File: src/rtl/d_cache.sv
// Direct-mapped, write-back, write-allocate data cache between the MEM stage
// and a slow block-transfer data memory (4 words per block).
module d_cache #(
  parameter int IDX_W = 3
) (
  input  logic         clk,
  input  logic         proc_reset,
  input  logic         proc_read,
  input  logic         proc_write,
  input  logic [29:0]  proc_addr,
  input  logic [31:0]  proc_wdata,
  output logic [31:0]  proc_rdata,
  output logic         proc_stall,
  output logic         mem_read,
  output logic         mem_write,
  output logic [27:0]  mem_addr,
  output logic [127:0] mem_wdata,
  input  logic [127:0] mem_rdata,
  input  logic         mem_ready
);

  localparam int TAG_W = 28 - IDX_W;
  localparam int NBLK  = 1 << IDX_W;

  typedef enum logic [1:0] {
    IDLE      = 2'd0,
    WRITEBACK = 2'd1,
    ALLOCATE  = 2'd2
  } state_t;

  state_t              state_q, state_d;
  logic [NBLK-1:0]     valid_q;
  logic [NBLK-1:0]     dirty_q;
  logic [TAG_W-1:0]    tag_q  [NBLK];
  logic [3:0][31:0]    data_q [NBLK];

  logic [IDX_W-1:0]    idx_s;
  logic [TAG_W-1:0]    tag_s;
  logic [1:0]          off_s;
  logic                hit_s;
  logic                req_s;
  logic                hit_wr_s;
  logic                wb_done_s;
  logic                fill_s;

  assign idx_s      = proc_addr[1+IDX_W:2];
  assign tag_s      = proc_addr[29:2+IDX_W];
  assign off_s      = proc_addr[1:0];
  assign hit_s      = valid_q[idx_s] && (tag_q[idx_s] == tag_s);
  assign req_s      = proc_read | proc_write;
  assign proc_rdata = data_q[idx_s][off_s];

  // Next-state, handshake outputs and array update strobes.
  always_comb begin
    state_d    = state_q;
    proc_stall = 1'b0;
    mem_read   = 1'b0;
    mem_write  = 1'b0;
    mem_addr   = '0;
    mem_wdata  = '0;
    hit_wr_s   = 1'b0;
    wb_done_s  = 1'b0;
    fill_s     = 1'b0;
    case (state_q)
      IDLE: begin
        if (req_s) begin
          if (hit_s) begin
            hit_wr_s = proc_write;
          end else begin
            proc_stall = 1'b1;
            if (valid_q[idx_s] && dirty_q[idx_s]) begin
              state_d = WRITEBACK;
            end else begin
              state_d = ALLOCATE;
            end
          end
        end else begin
          state_d = IDLE;
        end
      end
      // Victim address is rebuilt from the stored tag, not the request tag.
      WRITEBACK: begin
        proc_stall = 1'b1;
        mem_write  = 1'b1;
        mem_addr   = {tag_q[idx_s], idx_s};
        mem_wdata  = data_q[idx_s];
        if (mem_ready) begin
          wb_done_s = 1'b1;
          state_d   = ALLOCATE;
        end else begin
          state_d = WRITEBACK;
        end
      end
      ALLOCATE: begin
        proc_stall = 1'b1;
        mem_read   = 1'b1;
        mem_addr   = proc_addr[29:2];
        if (mem_ready) begin
          fill_s  = 1'b1;
          state_d = IDLE;
        end else begin
          state_d = ALLOCATE;
        end
      end
      default: begin
        state_d = IDLE;
      end
    endcase
  end

  // State register and tag/data/valid/dirty arrays.
  always_ff @(posedge clk) begin
    if (proc_reset) begin
      state_q <= IDLE;
      valid_q <= '0;
      dirty_q <= '0;
      for (int i = 0; i < NBLK; i++) begin
        tag_q[i]  <= '0;
        data_q[i] <= '0;
      end
    end else begin
      state_q <= state_d;
      if (hit_wr_s) begin
        data_q[idx_s][off_s] <= proc_wdata;
        dirty_q[idx_s]       <= 1'b1;
      end
      if (wb_done_s) begin
        dirty_q[idx_s] <= 1'b0;
      end
      if (fill_s) begin
        data_q[idx_s]  <= mem_rdata;
        tag_q[idx_s]   <= tag_s;
        valid_q[idx_s] <= 1'b1;
        dirty_q[idx_s] <= 1'b0;
      end
    end
  end

endmodule
File: config.mk
export PLATFORM = sky130hd
export DESIGN_NAME = d_cache
export DESIGN_NICKNAME = d
export VERILOG_FILES = /design/src/rtl/d_cache.sv
export SDC_FILE = /design/constraint.sdc
export NUM_CORES = 2
export LEC_CHECK = 0
export BUFFER_PORTS_ARGS = -buffer_cell sky130_fd_sc_hd__buf_2
export CAP_MARGIN = 20
export CELL_PAD_IN_SITES_DETAIL_PLACEMENT = 1
export CELL_PAD_IN_SITES_GLOBAL_PLACEMENT = 1
export CORE_UTILIZATION = 42
export DETAILED_ROUTE_END_ITERATION = 8
export PLACE_DENSITY_LB_ADDON = 0.12
export SLEW_MARGIN = 10
export SYNTH_ARGS = -nofsm -noshare
export SYNTH_HDL_FRONTEND = slang
export SYNTH_SLANG_ARGS = --single-unit
File: constraint.sdc
create_clock -name clk -period 14 [get_ports clk]
set_clock_uncertainty 0.15 [all_clocks]
set_input_delay 0 -clock clk [delete_from_list [all_inputs] [get_ports clk]]
set_output_delay 0 -clock clk [all_outputs]
set_load 0.05 [all_outputs]
==> summary.md <==
| Metric | Value |
|---|---|
| Required time at the worst-slack endpoint | `14.34 ns` |
| Antenna-violating nets left | `0` |
| Total vias in the final route | `between 40,000 and 50,000` |
| Synthesized netlist cell count | `5,041` |
| Crit path capture type | `flip-flop` |
| CP startpoint kind | `primary input` |
| Relative area change from synthesis to final layout | `17.6%` |
| Met3 track utilization from global routing | `0.0863` |
| Area taken by multi-input logic gates | `between 0.015 and 0.02 sq mm` |
| EDFF count, synth | `approximately 1,200` |
| Wire length of the first global-routing pass | `approximately 360,000 um` |
| Die X-Extent | `approximately 370 um` |
| Post-route fraction of the period consumed by the critical path | `0.454` |
| Cell type with the highest occurrence count on the critical path | `sky130_fd_sc_hd__buf_4` |
| Pin count of the biggest net entering global routing | `around 260` |
| Number of buffers inserted by port buffering | `between 300 and 400` |
| Netlist Area Pre-Place | `about 0.058 sq mm` |
| Count of H-tree levels built during CTS | `4` |
| Unrepaired setup endpoints after global routing | `no` |
| DRC errors left | `0` |
| Seq/Total Area, Yosys | `0.639` |
| Met1 routing resource usage after global routing | `0.485` |
| Cell taking the most area after synthesis | `sky130_fd_sc_hd__edfxtp_1` |
| CP cell instances | `dlygate4sd3_1 -> buf_6 -> buf_4 -> buf_4 -> mux2i_1 -> a22o_1 -> or3_1 -> and4b_1 -> nand4_1 -> nor4_4 -> buf_4 -> a21oi_4 -> buf_4 -> buf_4 -> buf_4 -> nor3_1` |
| Met2 Track Usage GR | `0.566` |
| End point of the most critical hold path | `tag_q[5][10]` |
| Core area | `approximately 0.14 sq mm` |
| Power density normalized to cell area | `approximately 130 mW/mm^2` |
| Post-Route Setup TNS | `0 ns` |
| Final wirelength | `around 260,000 um` |
| # rows | `136` |
| Fmax | `around 160 MHz` |
| Share of async-settable or async-resettable flops after synthesis | `0` |
| Setup violation total in the final timing report | `0` |
| Clock sink count | `about 1,200` |
| CTS Buffer Depth | `3` |
| Starting DRT DRC Count | `roughly 6,500` |
| Synth top area share | `0.633` |
| P_leak | `~24 nW` |
| Launch point of the worst hold path | `proc_addr[15]` |
| Synthesis-stage register bit count | `around 1,200` |
| Mapped Nets | `5,240` |
| Die footprint | `approximately 0.14 sq mm` |
| Status | `finished with violations` |
| Post-CTS Setup Inserts | `0` |
| Max-cap violations | `0` |
| Mean cell area of the mapped netlist | `roughly 12 sq um` |
| Cells on Worst Hold Path | `3` |
| Max-slew violations | `slightly below 80` |
| Clk slew on worst S/H paths | `roughly 0.06 ns` |
| Starting Density | `0.423` |
| Vias in the first global route | `46,800` |
| Top-level I/O count | `roughly 390` |
| Number of antenna violations at the first check in global routing | `27` |
| Final hold violation count | `0` |
| Worst-case reg-to-reg path depth | `11` |
| GRT busiest layer | `met2` |
| WP data arrival | `6.70 ns` |
| Crit path largest cell delay | `approximately 0.93 ns` |
| Leftover overflow at the end of global routing | `0` |
| Synth area leaders | `sky130_fd_sc_hd__edfxtp_1 63%, sky130_fd_sc_hd__nor2_1 4.5%, sky130_fd_sc_hd__a22oi_1 4.4%, sky130_fd_sc_hd__nand2_1 4.3%, sky130_fd_sc_hd__and3_1 2.7%` |
| Clock root buffer | `sky130_fd_sc_hd__clkbuf_16` |
| Per-cell via count in the routed design | `6.47` |
| Final weighted congestion of routability-driven global placement | `roughly 0.86` |
| Beginning of the worst register-to-register path | `state_q[0]` |
| Source-to-sink clock delay at the later pin of the worst-skew pair | `a little under 0.8 ns` |
| Logic depth of the worst path, buffers included | `16` |
| Gate family responsible for the most delay along the worst path | `buffers and inverters` |
| Minimum setup slack among reg-to-reg paths | `slightly below 8 ns` |
| Worst IR drop on VDD | `roughly 0.079 mV` |
| Number of library cell types mapped by synthesis | `56` |
| TritonCTS Buffers | `140` |
| Max transition margin | `-0.0175` |
| Hold Path Class | `in -> reg` |
| Violations in the final reports | `max-slew violations` |
| Most common flop cell mapped by yosys | `sky130_fd_sc_hd__edfxtp_1` |
| HPWL Detailed | `150,000 um` |
| Minimum clock period after layout | `6.36 ns` |
| Startpoint-to-endpoint class of the critical path | `in -> reg` |
| Floorplan die height | `374 um` |
| Layout cells sized above 1 | `0.159` |
| Number of warnings printed during yosys synthesis | `0` |
| First-pass detailed-route iteration total | `5` |
| Slowest-stage cell, CP | `sky130_fd_sc_hd__buf_4` |
| Endpoint of the worst-slack reg-to-reg timing path | `data_q[2][106]` |
| TritonCTS clock tree | `yes` |
| Maximum fanout along the worst path | `99` |
| Register cell area after layout | `0.0371 sq mm` |
| Routed wirelength normalized by instance count | `around 36 um` |
| Pwr Total | `a little under 9 mW` |
| Fillers | `around 14,000` |
| Number of buffers and inverters on the critical path | `8` |
| Overall global routing resource usage | `0.367` |
| Measured slew at the worst slew-check pin | `around 1.5 ns` |
| NumNets Final | `around 5,600` |
[repair_timing]
item                                   in CTS  in global routing
hold buffers                              189                  0
endpoints found under the hold margin    1241                  0
gates resized for setup                     0                  0
[layer usage]
layer / share of wire / wire, um
met5: 0.00067 / 173
met4: 0.054 / 13900
met3: 0.11 / 27600
met2: 0.45 / 117000
met1: 0.39 / 101000
[power breakdown]
part | switching [mW] | leakage [nW] | internal, mW
Sequential | 0.0429 | 12.8 | 4.23
Clock | 1.54 | 2.12 | 2.02
Combinational | 0.818 | 9.33 | 0.246
Total | 2.40 | 24.2 | 6.50
[state kept, by name (all words and copies together), names as in the netlist]
| name | count |
|---|---|
| data_q | 1024 |
| dirty_q | 8 |
| state_q | 2 |
| tag_q | 200 |
| valid_q | 8 |
[worst reg2reg max path: stages (launching register included)]
cell                            delay (ns)
sky130_fd_sc_hd__dfxtp_1              0.37
sky130_fd_sc_hd__inv_1                0.10
sky130_fd_sc_hd__ha_1                 0.15
sky130_fd_sc_hd__buf_4                0.38
sky130_fd_sc_hd__and2_1               0.84
sky130_fd_sc_hd__nor2b_4              0.28
sky130_fd_sc_hd__buf_4                0.59
sky130_fd_sc_hd__buf_4                0.79
sky130_fd_sc_hd__buf_4                1.04
sky130_fd_sc_hd__a21oi_1              0.55
sky130_fd_sc_hd__dlygate4sd3_1        0.70
sky130_fd_sc_hd__nor3_1               0.12
[per-stage QoR]
step | setup slack [ns] | instances | instance area, sq um | hold WS (ns) | util
floorplan | 8.52 | 5041 | 58000 | 0.137 | -
global placement | 7.25 | 6860 | 62000 | 0.288 | 0.451
detailed placement | 7.18 | 6860 | 62000 | 0.293 | 0.451
CTS | 7.78 | 7299 | 68200 | 0.00196 | 0.497
global route | 7.39 | 7300 | 68200 | 0.0415 | 0.497
finish | 7.64 | 7316 | 68200 | 0.0450 | 0.497
[placed cells by master, fill, tap and decap left out, types with 15 or more instances in the layout]
cell                            netlist  layout
sky130_fd_sc_hd__edfxtp_1          1224    1224
sky130_fd_sc_hd__nor2_1             692     680
sky130_fd_sc_hd__nand2_1            669     668
sky130_fd_sc_hd__buf_2               69     382
sky130_fd_sc_hd__a22oi_1            344     344
sky130_fd_sc_hd__nor3_1             258     257
sky130_fd_sc_hd__and3_1             247     246
sky130_fd_sc_hd__dlygate4sd3_1        0     189
sky130_fd_sc_hd__clkbuf_16            0     148
sky130_fd_sc_hd__nor4_1             142     142
sky130_fd_sc_hd__buf_4                3     137
sky130_fd_sc_hd__a21oi_1             90      87
sky130_fd_sc_hd__a21o_1              82      82
sky130_fd_sc_hd__and2_1              75      75
sky130_fd_sc_hd__a22o_1              67      67
sky130_fd_sc_hd__mux2i_1             65      65
sky130_fd_sc_hd__nand4_1             59      59
sky130_fd_sc_hd__nor3b_1             59      58
sky130_fd_sc_hd__a221oi_1            57      57
sky130_fd_sc_hd__mux2_2              44      44
sky130_fd_sc_hd__mux4_2              43      43
sky130_fd_sc_hd__nor2b_1             49      42
sky130_fd_sc_hd__o21ai_0             74      42
sky130_fd_sc_hd__clkinv_1             0      41
sky130_fd_sc_hd__o21ai_4              0      32
sky130_fd_sc_hd__inv_1               32      31
sky130_fd_sc_hd__clkbuf_1           382      25
sky130_fd_sc_hd__o22ai_1             20      20
sky130_fd_sc_hd__clkinv_2             0      20
sky130_fd_sc_hd__dfxtp_1             18      18
sky130_fd_sc_hd__diode_2              0      16
sky130_fd_sc_hd__a221o_1             15      15
[kinds of logic (layout without fill, tap and decap cells)]
group | after synthesis | after routing | synth area share
adders and majority gates | 4 | 4 | 0.000862
other | 0 | 16 | 0
muxes | 152 | 152 | 0.0364
xor gates and xnor gates | 13 | 13 | 0.00196
buffers and inverters | 536 | 1001 | 0.0368
AOI/OAI and AO/OA | 812 | 812 | 0.101
and+or+nand+nor | 2282 | 2282 | 0.183
DFF | 1242 | 1242 | 0.639
[how the worst max path moves through the flow]
stage,from,endpoint,slack [ns]
floorplan,proc_addr[2],data_q[0][0],8.52
global placement,proc_addr[2],data_q[1][49],7.25
detailed placement,proc_addr[2],data_q[5][35],7.18
CTS,proc_addr[3],data_q[0][52],7.78
global route,proc_addr[3],data_q[6][59],7.39
finish,proc_addr[3],data_q[1][49],7.64
[synthesized netlist by cell type, drive strengths merged, types with 3 or more instances]
master and instances:
a221o 15, o21ai 74, buf 120, o22ai 20, nand2b 10, a21o 82, and3 247, dfxtp 18
edfxtp 1224, nand2 669, a222oi 5, o31ai 11, a211oi 9, a21oi 90, nor3 258, a22oi 344
nor2b 49, and2 76, clkbuf 383, o21a 8, or3 8, a31oi 11, mux2 44, ha 4
xor2 3, xnor2 10, o211ai 10, nand4 59, nor3b 59, nor2 692, a221oi 57, mux2i 65
a22o 67, nor4 143, nand3 4, inv 33, mux4 43
[area by class of cell]
class	count	share of cell area
Sequential cell	1242	0.544
Clock inverter	75	0.00711
Tap cell	1794	0.0329
Inverter	33	0.00185
Antenna cell	16	0.000587
Timing Repair Buffer	718	0.0735
Multi-Input combinational cell	3263	0.284
Clock buffer	175	0.0560
No activity file was read; power rests on OpenSTA's default activity.
